===== config.mk =====
export PLATFORM = sky130hd
export DESIGN_NAME = multi_tick_timer
export DESIGN_NICKNAME = d
export VERILOG_FILES = /design/src/rtl/timer_pkg.sv /design/src/rtl/tick_timer_ch.sv /design/src/rtl/multi_tick_timer.sv
export SDC_FILE = /design/constraint.sdc
export NUM_CORES = 1
export LEC_CHECK = 0
export CELL_PAD_IN_SITES_DETAIL_PLACEMENT = 2
export CELL_PAD_IN_SITES_GLOBAL_PLACEMENT = 2
export CORE_MARGIN = 3
export CORE_UTILIZATION = 27
export DETAILED_ROUTE_END_ITERATION = 10
export GPL_TIMING_DRIVEN = 0
export PLACE_DENSITY_LB_ADDON = 0.1
export SYNTH_ARGS = -nofsm -noshare
export SYNTH_HDL_FRONTEND = slang
export SYNTH_SLANG_ARGS = --single-unit

===== constraint.sdc =====
create_clock -name clk -period 2 [get_ports clk]
set_clock_uncertainty 0.15 [all_clocks]
set_input_delay 0.6 -clock clk [delete_from_list [all_inputs] [get_ports clk]]
set_output_delay 0.6 -clock clk [all_outputs]
set_load 0.05 [all_outputs]

===== src/rtl/timer_pkg.sv =====
// Shared state and mode encodings for the multi-channel tick timer.
package timer_pkg;

  typedef enum logic [1:0] {
    ST_IDLE = 2'd0,
    ST_RUN  = 2'd1,
    ST_DONE = 2'd2
  } state_t;

  localparam logic MODE_ONESHOT  = 1'b0;
  localparam logic MODE_PERIODIC = 1'b1;

endpackage


===== src/rtl/tick_timer_ch.sv =====
// One timer channel: counts tick_in up to a latched terminal value and
// pulses timeout, either once (then DONE) or every period.
module tick_timer_ch #(
  parameter int unsigned CNT_W = 8
) (
  input  logic             clk,
  input  logic             rst,
  input  logic             tick_in,
  input  logic             start,
  input  logic             stop,
  input  logic             mode,
  input  logic [CNT_W-1:0] term,
  output logic             timeout,
  output logic             busy,
  output logic             done,
  output logic [CNT_W-1:0] count
);
  import timer_pkg::*;

  state_t           r_state;
  logic [CNT_W-1:0] r_count;
  logic [CNT_W-1:0] r_term_q;
  logic             r_mode_q;
  logic             r_timeout;
  logic             r_busy;
  logic             r_done;
  logic [CNT_W-1:0] w_last;

  // term_q = 0 wraps to all-ones, giving a full 2^CNT_W tick period.
  assign w_last = r_term_q - CNT_W'(1);

  always_ff @(posedge clk) begin
    if (rst) begin
      r_state   <= ST_IDLE;
      r_count   <= '0;
      r_term_q  <= '0;
      r_mode_q  <= MODE_ONESHOT;
      r_timeout <= 1'b0;
      r_busy    <= 1'b0;
      r_done    <= 1'b0;
    end else begin
      r_timeout <= 1'b0;
      if (stop) begin
        r_state <= ST_IDLE;
        r_count <= '0;
        r_busy  <= 1'b0;
        r_done  <= 1'b0;
      end else if (start) begin
        r_state  <= ST_RUN;
        r_count  <= '0;
        r_term_q <= term;
        r_mode_q <= mode;
        r_busy   <= 1'b1;
        r_done   <= 1'b0;
      end else if (tick_in && (r_state == ST_RUN)) begin
        if (r_count == w_last) begin
          r_count   <= '0;
          r_timeout <= 1'b1;
          if (r_mode_q == MODE_ONESHOT) begin
            r_state <= ST_DONE;
            r_busy  <= 1'b0;
            r_done  <= 1'b1;
          end
        end else begin
          r_count <= r_count + CNT_W'(1);
        end
      end
    end
  end

  assign timeout = r_timeout;
  assign busy    = r_busy;
  assign done    = r_done;
  assign count   = r_count;

endmodule


===== src/rtl/multi_tick_timer.sv =====
// NUM_CH independent tick timers sharing clk, rst and tick_in; packs the
// per-channel scalar ports into flat vectors.
module multi_tick_timer #(
  parameter int unsigned CNT_W  = 8,
  parameter int unsigned NUM_CH = 4
) (
  input  logic                    clk,
  input  logic                    rst,
  input  logic                    tick_in,
  input  logic [NUM_CH-1:0]       start,
  input  logic [NUM_CH-1:0]       stop,
  input  logic [NUM_CH-1:0]       mode,
  input  logic [NUM_CH*CNT_W-1:0] term,
  output logic [NUM_CH-1:0]       timeout,
  output logic [NUM_CH-1:0]       busy,
  output logic [NUM_CH-1:0]       done,
  output logic [NUM_CH*CNT_W-1:0] count
);

  for (genvar g = 0; g < NUM_CH; g++) begin : g_ch
    tick_timer_ch #(
      .CNT_W(CNT_W)
    ) u_ch (
      .clk    (clk),
      .rst    (rst),
      .tick_in(tick_in),
      .start  (start[g]),
      .stop   (stop[g]),
      .mode   (mode[g]),
      .term   (term[g*CNT_W +: CNT_W]),
      .timeout(timeout[g]),
      .busy   (busy[g]),
      .done   (done[g]),
      .count  (count[g*CNT_W +: CNT_W])
    );
  end

endmodule


==> results.yml <==
outcome:
  status: "complete, but fails checks"
  violations: "negative setup slack"
sta:
  layout_min_cycle_time_ns: 2.16
  finalHoldViolCount: 0
  rsz0062_at_grt: "true"
  worst_slack_ns: -0.163
  drv_slew: 0
  slew_headroom: 0.638
  finalSetupTns_ns: -3.58
  worst_slew_pin_slew_ns: 0.539
  max_freq_mhz: 462
  post-route-period-util: 1.08
  hold-worst-slack_ns: 0.327
  setup_violations: 31
logic_synthesis:
  synth_area_mm2: 0.00425
  synth_seq_area_share: 0.377
  synthTopCellsByArea: "dfxtp_1 (38%), nand2_1 (7.7%), xnor2_1 (6.8%), xor2_1 (6.6%), a21oi_1 (4.7%)"
  syn_avg_cell_area_um2: 8.34
  synthDistinctLibCells: 61
  synthCells: 510
  synthFlopType: "dfxtp_1"
  synth-edff-count: 0
  synth_top_area_frac: 0.377
  ys_ff_latch: 80
  synth.most_common_cell: "nand2_1"
  ys_async_sr_fraction: 0
  synth.largest_area_cell: "dfxtp_1"
  yosys_warnings: 0
  yosys-top-cells-count: "nand2_1 (87), dfxtp_1 (80), a21oi_1 (40)"
  synthesis.nets: 565
cells_and_area:
  design_area_mm2: 0.00635
  drive_gt1_frac: 0.321
  area_delta_synth_final_pct: 49.4
  nNetsFinal: 687
  final_core_util: 0.415
  fin_cells: 847
  num_antenna_cells: 0
floorplanning:
  core_mm2: 0.0153
  die_w_um: 131
  dieArea_mm2: 0.0173
  die_y_um: 131
  ioPinCount: 91
  initial_core_util: 0.278
  rows: 45
drt:
  ant_nets: 0
  wirelength_um: 14200
  via_count: 4067
  drc_errors: 0
  vias_per_cell: 4.80
  wl_per_cell_um: 16.8
  first_pass_iters: 4
  drt_iter0_drc: 97
power_and_ir_drop:
  finalPower_mw: 3.92
  p_per_area_mw_per_mm2: 616
  peakVddDrop_mv: 0.364
  leakagePower_nw: 2.30
placed_design:
  dp.cells: 810
  place_area_mm2: 0.00549
  place_congestion: 0.775
  port-buffer-count: 89
  dp_hpwl_um: 10000
  place_ws_ns: -1.23
critical_path:
  critPathMaxFanout: 9
  endpoint_kind: "flip-flop"
  rrSetupSlack_ns: -0.16
  start_kind: "flip-flop"
  setup.worst_path.class: "flip-flop to flip-flop"
  arrival_ns: 2.22
  worstPathRequired_ns: 2.05
clock_network:
  tritoncts: "done"
  cts-root-buf: "clkbuf_16"
  cts_made_buffers: 9
  clk_latency_ns: 0.34
  clock-sinks: 80
  path_clk_slew_ns: 0.06
  clockBufferDepth: 2
  h-tree-depth: 3
global_route:
  overflow: 0
  grt_pass1_wl_um: 23200
  grt_antenna_before_repair: 2
  grt_pass1_vias: 4417
  grt_max_degree: 13
  track_usage: 0.164
job:
  cap_violations: 0
worst_hold_path:
  hold_path_class: "flip-flop to flip-flop"
-- metal layers --
| layer | global-route usage | vias up | routed length, um |
|---|---|---|---|
| li1 | - | 1992 | - |
| met1 | 0.206 | 1990 | 6440 |
| met2 | 0.277 | 65 | 7100 |
| met3 | 0.0333 | 16 | 446 |
| met4 | 0.0572 | 4 | 221 |
| met5 | 0 | - | 21 |
-- timing repair --
| action | CTS | global route |
|---|---|---|
| hold buffers | 0 | 0 |
| gates resized for setup | 193 | 52 |
| pin swaps | 30 | 23 |
| cloned | 2 | 0 |
| buffers inserted | 17 | 8 |
| endpoints found under the setup margin | 93 | 57 |
-- cell type report --
cell class | instances | area, um2
fill | 1664 | 8960
multi-input combinational | 383 | 2760
sequential | 80 | 1660
timing repair buffer | 114 | 1130
clock buffer | 13 | 280
tap | 211 | 264
buffer | 32 | 201
inverter | 12 | 45.0
clock inverter | 2 | 12.5
-- worst paths after layout --
check                              to  depth (start not counted)                      from
max             g_ch[1].u_ch.count[0]                          8  g_ch[1].u_ch.r_term_q[1]
min          g_ch[3].u_ch.r_term_q[1]                          2  g_ch[3].u_ch.r_term_q[1]
max reg2reg     g_ch[1].u_ch.count[0]                          8  g_ch[1].u_ch.r_term_q[1]
min reg2reg  g_ch[3].u_ch.r_term_q[1]                          2  g_ch[3].u_ch.r_term_q[1]
-- state kept, by name (all words and copies together), names as in the netlist --
name and flops:
g_ch.u_ch.done 3, g_ch.u_ch.r_mode_q 4, g_ch.u_ch.r_term_q 32, g_ch.u_ch.busy 1
g_ch.u_ch.count 32, g_ch.u_ch.timeout 4, g_ch.u_ch.r_state 4
-- logic make-up (layout without fill, tap and decap cells) --
group                    Yosys count  after routing  synth area share
XOR/XNOR                          65             65             0.134
AO/OA/AOI/OAI                     72             72             0.124
AND/OR/NAND/NOR                  233            233             0.272
multiplexers                       5              5            0.0118
buffers and inverters             47            173            0.0577
flip-flops                        80             80             0.377
adder cells (fa/ha/maj)            8              8            0.0235
-- layout by cell type, fill, tap and decap left out, drive strengths merged, types with 4 or more instances in the layout --
cell,n
a2111oi,4
a21oi,40
a31oi,4
and3,6
and3b,5
buf,50
clkbuf,29
clkdlybuf4s15,31
clkdlybuf4s50,42
dfxtp,80
dlygate4sd2,4
ha,8
inv,12
mux2i,5
nand2,87
nand2b,6
nand3,6
nand3b,4
nand4,15
nor2,37
nor2b,7
nor3,34
or3,8
xnor2,33
xor2,32
-- power by group --
| group | total (mW) | internal [mW] | switching [mW] |
|---|---|---|---|
| registers | 1.67 | 1.63 | 0.0483 |
| logic | 0.592 | 0.290 | 0.302 |
| clock network | 1.65 | 0.969 | 0.681 |
-- critical path, stage by stage (launching register included) --
cell and delay [ns]:
dfxtp_4 0.36, inv_2 0.06, ha_4 0.15, or2b_1 0.26, or3_4 0.35, a21o_4 0.22
a311oi_4 0.24, buf_12 0.17, nor3_1 0.05
No activity file was read; power rests on OpenSTA's default activity.
